[config.mk]
export PLATFORM = sky130hd
export DESIGN_NAME = rnn_host_sequencer
export DESIGN_NICKNAME = d
export VERILOG_FILES = /design/src/rtl/rnn_host_sequencer.sv
export SDC_FILE = /design/constraint.sdc
export NUM_CORES = 1
export LEC_CHECK = 0
export BUFFER_PORTS_ARGS = -buffer_cell sky130_fd_sc_hd__buf_2
export CAP_MARGIN = 15
export CORE_MARGIN = 2
export CORE_UTILIZATION = 38
export CTS_CLUSTER_SIZE = 25
export DETAILED_ROUTE_END_ITERATION = 8
export GPL_TIMING_DRIVEN = 0
export PLACE_DENSITY_LB_ADDON = 0.15
export SLEW_MARGIN = 40
export SYNTH_ARGS = -nofsm -noshare
export SYNTH_HDL_FRONTEND = slang
export SYNTH_SLANG_ARGS = --single-unit
[constraint.sdc]
create_clock -name clk -period 1.55 [get_ports clk]
set_clock_uncertainty 0.05 [all_clocks]
set_input_delay 0.0775 -clock clk [delete_from_list [all_inputs] [get_ports clk]]
set_output_delay 0.0775 -clock clk [all_outputs]
set_load 0.01 [all_outputs]
[src/rtl/rnn_host_sequencer.sv]
// rnn_host_sequencer: bus master that streams character vectors into the rnn slave, steps it, and fetches the dense result.
// Optional poll watchdog: define RNN_SEQ_TIMEOUT_EN.
module rnn_host_sequencer #(
    parameter int unsigned EMB_BITS       = 2,
    parameter int unsigned TIMEOUT_CYCLES = 4096
) (
    input  logic        clk,
    input  logic        rst,
    input  logic        ch_valid,
    output logic        ch_ready,
    input  logic [15:0] ch_data,
    input  logic        ch_last,
    output logic        res_valid,
    input  logic        res_ready,
    output logic [15:0] res_data,
    output logic        res_positive,
    output logic        busy,
    output logic        err,
    output logic        mst_read,
    output logic        mst_write,
    output logic [2:0]  mst_addr,
    output logic [31:0] mst_wdata,
    input  logic [31:0] mst_rdata
);
    localparam int unsigned EMB_LEN = 1 << EMB_BITS;
    localparam int unsigned ADDR_W  = 3;
    localparam int unsigned DATA_W  = 16;
    localparam int unsigned BUS_W   = 32;
    localparam int unsigned IDX_W   = 8;

    localparam logic [ADDR_W-1:0]   A_CTRL   = ADDR_W'(0);
    localparam logic [ADDR_W-1:0]   A_DATA   = ADDR_W'(1);
    localparam logic [ADDR_W-1:0]   A_DENSE  = ADDR_W'(7);
    localparam logic [EMB_BITS-1:0] IDX_LAST = EMB_BITS'(EMB_LEN - 1);

    if (EMB_BITS < 1 || EMB_BITS > IDX_W || TIMEOUT_CYCLES < 1 || TIMEOUT_CYCLES > 65536) begin : g_param_range
        $error("rnn_host_sequencer: EMB_BITS or TIMEOUT_CYCLES out of range");
    end

    typedef enum logic [3:0] {
        S_SYNC,
        S_IDLE,
        S_LOAD_IN,
        S_KICK,
        S_WAIT_LOAD,
        S_DENSE,
        S_WAIT_VALID,
        S_FETCH,
        S_HOLD
    } state_t;

    state_t              state, state_d;
    logic [EMB_BITS-1:0] idx, idx_d;
    logic                last_seen, last_d;
    logic                read_d, write_d;
    logic [ADDR_W-1:0]   addr_d;
    logic [BUS_W-1:0]    wdata_d;
    logic                res_valid_d, res_pos_d;
    logic [DATA_W-1:0]   res_data_d;
    logic                busy_d, err_d;
    logic                accept, rd_hit;
    logic                unused_rdata_hi;

    assign ch_ready        = (state == S_IDLE) || (state == S_LOAD_IN);
    assign accept          = ch_valid && ch_ready;
    // A poll succeeds only on a cycle where our read strobe is actually on the bus.
    assign rd_hit          = mst_read && mst_rdata[0];
    assign unused_rdata_hi = ^mst_rdata[BUS_W-1:DATA_W];

`ifdef RNN_SEQ_TIMEOUT_EN
    localparam int unsigned      CNT_W       = 16;
    localparam logic [CNT_W-1:0] TIMEOUT_LIM = CNT_W'(TIMEOUT_CYCLES - 1);

    logic [CNT_W-1:0] poll_cnt, poll_cnt_d;
    logic             polling, timeout;

    assign polling = (state == S_SYNC) || (state == S_WAIT_LOAD) || (state == S_WAIT_VALID);
    assign timeout = polling && (poll_cnt == TIMEOUT_LIM);

    always_ff @(posedge clk) begin
        if (rst) begin
            poll_cnt <= '0;
        end else begin
            poll_cnt <= poll_cnt_d;
        end
    end
`endif

    // Next state and next registered outputs.
    always_comb begin
        state_d     = state;
        idx_d       = idx;
        last_d      = last_seen;
        read_d      = 1'b0;
        write_d     = 1'b0;
        addr_d      = '0;
        wdata_d     = '0;
        res_valid_d = res_valid;
        res_data_d  = res_data;
        res_pos_d   = res_positive;
        err_d       = err;

        unique case (state)
            S_SYNC: begin
                if (rd_hit && mst_addr == A_DATA) begin
                    state_d = S_IDLE;
                end else begin
                    read_d = 1'b1;
                    addr_d = A_DATA;
                end
            end
            S_IDLE, S_LOAD_IN: begin
                if (accept) begin
                    write_d = 1'b1;
                    addr_d  = A_DATA;
                    wdata_d = {8'h00, IDX_W'(idx), ch_data};
                    if (idx == IDX_LAST) begin
                        idx_d   = '0;
                        last_d  = ch_last;
                        state_d = S_KICK;
                    end else begin
                        idx_d   = idx + EMB_BITS'(1);
                        state_d = S_LOAD_IN;
                    end
                end
            end
            S_KICK: begin
                write_d = 1'b1;
                addr_d  = A_CTRL;
                state_d = S_WAIT_LOAD;
            end
            S_WAIT_LOAD: begin
                // The kick write is still on the bus in the first cycle; leave a gap before polling.
                if (rd_hit && mst_addr == A_DATA) begin
                    state_d = last_seen ? S_DENSE : S_IDLE;
                end else if (!mst_write) begin
                    read_d = 1'b1;
                    addr_d = A_DATA;
                end
            end
            S_DENSE: begin
                write_d = 1'b1;
                addr_d  = A_DENSE;
                state_d = S_WAIT_VALID;
            end
            S_WAIT_VALID: begin
                if (rd_hit && mst_addr == A_CTRL) begin
                    read_d  = 1'b1;
                    addr_d  = A_DENSE;
                    state_d = S_FETCH;
                end else if (!mst_write) begin
                    read_d = 1'b1;
                    addr_d = A_CTRL;
                end
            end
            S_FETCH: begin
                res_valid_d = 1'b1;
                res_data_d  = mst_rdata[DATA_W-1:0];
                res_pos_d   = ~mst_rdata[DATA_W-1];
                state_d     = S_HOLD;
            end
            S_HOLD: begin
                if (res_ready) begin
                    res_valid_d = 1'b0;
                    last_d      = 1'b0;
                    state_d     = S_SYNC;
                end
            end
            default: begin
                state_d = S_SYNC;
            end
        endcase

`ifdef RNN_SEQ_TIMEOUT_EN
        if (timeout) begin
            state_d = S_IDLE;
            read_d  = 1'b0;
            write_d = 1'b0;
            addr_d  = '0;
            wdata_d = '0;
            idx_d   = '0;
            last_d  = 1'b0;
            err_d   = 1'b1;
        end
        poll_cnt_d = (state_d != state || !polling) ? '0 : poll_cnt + CNT_W'(1);
`else
        err_d = 1'b0;
`endif

        busy_d = (state_d != S_IDLE);
    end

    // State and registered outputs.
    always_ff @(posedge clk) begin
        if (rst) begin
            state        <= S_SYNC;
            idx          <= '0;
            last_seen    <= 1'b0;
            mst_read     <= 1'b0;
            mst_write    <= 1'b0;
            mst_addr     <= '0;
            mst_wdata    <= '0;
            res_valid    <= 1'b0;
            res_data     <= '0;
            res_positive <= 1'b0;
            busy         <= 1'b0;
            err          <= 1'b0;
        end else begin
            state        <= state_d;
            idx          <= idx_d;
            last_seen    <= last_d;
            mst_read     <= read_d;
            mst_write    <= write_d;
            mst_addr     <= addr_d;
            mst_wdata    <= wdata_d;
            res_valid    <= res_valid_d;
            res_data     <= res_data_d;
            res_positive <= res_pos_d;
            busy         <= busy_d;
            err          <= err_d;
        end
    end

endmodule

==> flow_summary.ini <==
[floorplanning]
start_util = 0.391
fp.coreArea_mm2 = 0.00469
fp.dieH_um = 73.5
dieWidth_um = 73.5
rows = 25
dieArea_mm2 = 0.00540
num_io_pins = 111

[clock_network]
clkLatencyLatePin_ns = 0.30
cts-root-buf = clkbuf_8
htree_levels = 2
clkSinkCount = 48
clockBufferDepth = 2
clk_pin_slew_worst_paths_ns = 0.09
cts_buffers = 5
tritoncts = built

[run_status]
status = finished, violations left
violations = setup timing

[timing]
setup_viol = 19
layout_setup_ws_ns = -0.108
hold-worst-slack_ns = 0.0615
hold_viol = 0
finalMaxSlewViolations = 0
fmax_ghz = 0.603
rsz0062_at_grt = yes
period_needed_ns = 1.66
period_share = 1.07

[pwr]
power_leakage_uw = 0.00136
p_per_area_mw_per_mm2 = 857
seqPwrFrac = 0.513
clkPwrFrac = 0.367
p_switching_uw = 565
p_int_uw = 1900
peakVddDrop_v = 0.000501
power_uw = 2470
swShare = 0.229
combPwrFrac = 0.120

[drt]
drc = 0
first_iter_violations = 95
routed_via_density = 4.52
ant_nets = 0
first_pass_iters = 4
totalWireLength_um = 4510
avgRoutedWirePerCell_um = 11.4
vias = 1796

[synth]
avgSynthCellArea_um2 = 8.82
syn_inst = 208
syn_area_mm2 = 0.00184
synth_edf_count = 0
synthFlopType = dfxtp_1
synthDistinctLibCells = 33
yosys_warnings = 0
synth_sequential_area_ratio = 0.524
synthArstFlopShare = 0
ys_ff_latch = 48

[global_routing]
grt_pass1_wl_um = 7220
busiest_layer = met2
grt_use_met1 = 0.208
met2_usage = 0.296
grt_max_degree = 16
antenna_found_initial = 0
grt_use_met3 = 0.0494
grt_pass1_vias = 1660
grt_usage = 0.173
overflow = 0

[setup_path]
r2r_end = idx[0]$_SDFFE_PP0P_
r2r_slack_ns = -0.11
cp-start-kind = flop
end_kind = flop
arrival_ns = 1.85
r2r_cells = 5
crit_chain = buf_6 -> xnor2_4 -> or4b_4 -> or3_1 -> a21oi_2
r2r_start = state[0]$_SDFF_PP0_
worstPathMaxFanout = 4
crit_type = reg -> reg
required_ns = 1.74
cpPeakStageDelay_ns = 0.52
cp_slowest_cell = or4b_4

[cells_and_area]
mostFrequentLayoutCells = buf_2, dfxtp_1, nand2_1
layout.cells.most_common = buf_2
postLayoutCoreUtil = 0.613
final_layout_size_suffix_gt1_frac = 0.356
finalNetCount = 396
area_growth_pct = 56.8
diodes = 0
n_fill_cell = 413
multi_input_area_um2 = 781
seqCellArea_um2 = 967
final_cells = 397

[min_path]
min_from = ch_valid
hold_path_end = mst_write$_SDFF_PP0_
hp-class = in -> reg
holdPathStages = 3

[placed_design]
io_buffers = 78
placed_cells = 354
gp_congestion = 0.850
hpwl_um = 2870

[flow_run]
drv_cap = 0
per-stage QoR:
step                      setup TNS [ns]  instance area, µm²  setup slack (ns)
after CTS                          -1.50                2860            -0.102
after detailed placement           -5.42                2380            -0.279
after global routing               -2.94                2880            -0.165
after floorplan                   -0.598                1920           -0.0544
after global placement             -5.16                2380            -0.252
final                              -1.32                2880            -0.108
synth_stat cells (2+ instances only):
master,count,area share
a2111oi_0,2,0.0095
a31oi_1,2,0.0068
nand2b_1,2,0.0068
nor2_1,12,0.025
a211oi_1,3,0.012
o21a_1,2,0.0082
or3_1,4,0.014
clkbuf_1,11,0.022
nand2_1,39,0.080
a21oi_1,22,0.060
buf_4,17,0.070
dfxtp_1,48,0.52
inv_1,2,0.0041
nor3_1,4,0.011
and2_1,18,0.061
o21ai_0,3,0.0082
layer usage:
metal | wire length, µm | vias to the layer above
met5 | 0 | -
met2 | 2200 | 68
met3 | 331 | 8
met4 | 65 | 0
li1 | - | 925
met1 | 1910 | 795
logic make-up after synthesis:
logic type	synth area share
AO/OA/AOI/OAI	0.123
multiplexers	0.00545
buffers and inverters	0.0988
other	0.00204
XOR/XNOR	0.00477
adder cells (fa/ha/maj)	0.00682
flip-flops	0.524
AND/OR/NAND/NOR	0.235
worst max-delay path by stage:
stage,start,cells after the start,endpoint,slack (ns)
2_1_floorplan,state[0]$_SDFF_PP0_,6,mst_wdata[17]$_SDFF_PP0_,-0.05
3_5_place_dp,state[3]$_SDFF_PP0_,6,res_data[8]$_SDFFE_PP0P_,-0.28
6_report,state[0]$_SDFF_PP0_,5,idx[0]$_SDFFE_PP0P_,-0.11
5_1_grt,state[0]$_SDFF_PP0_,6,mst_wdata[14]$_SDFF_PP0_,-0.16
3_3_place_gp,state[3]$_SDFF_PP0_,6,res_data[11]$_SDFFE_PP0P_,-0.25
4_1_cts,state[0]$_SDFF_PP0_,5,idx[0]$_SDFFE_PP0P_,-0.10
state kept, by name, summed over array words and instances (netlist names), 2 cells and up:
register / count
idx: 2
mst_addr: 2
mst_wdata: 18
res_data: 16
state: 4
critical path, delay by kind of cell (launching register included):
kind	cells	cell delay, ns
simple gates	2	0.86
flops	1	0.33
xor+xnor	1	0.13
buf+inv	1	0.12
compound gates	1	0.11
repair_timing:
action,4_1_cts,5_1_grt
buffers inserted,3,0
cloned,1,0
pin swaps,8,0
hold endpoints to repair,34,0
hold buffers,33,0
gates resized for setup,8,10
endpoints found under the setup margin,40,43
final cells by class:
cell class,instances,share of cell area
Multi-Input combinational cell,143,0.271
Inverter,2,0.00261
Tap cell,54,0.0235
Clock inverter,3,0.0148
Clock buffer,5,0.0239
Timing Repair Buffer,115,0.263
Buffer,27,0.0648
Sequential cell,48,0.336
power groups by stage:
stage               Clock, µW  Combinational (µW)  Sequential (µW)
global placement            0                 219             1300
CTS                       927                 291             1270
floorplan                   0                 129             1300
global route              988                 329             1270
detailed placement          0                 218             1300
finish                    905                 296             1270
(Power assumes the default switching activity.)
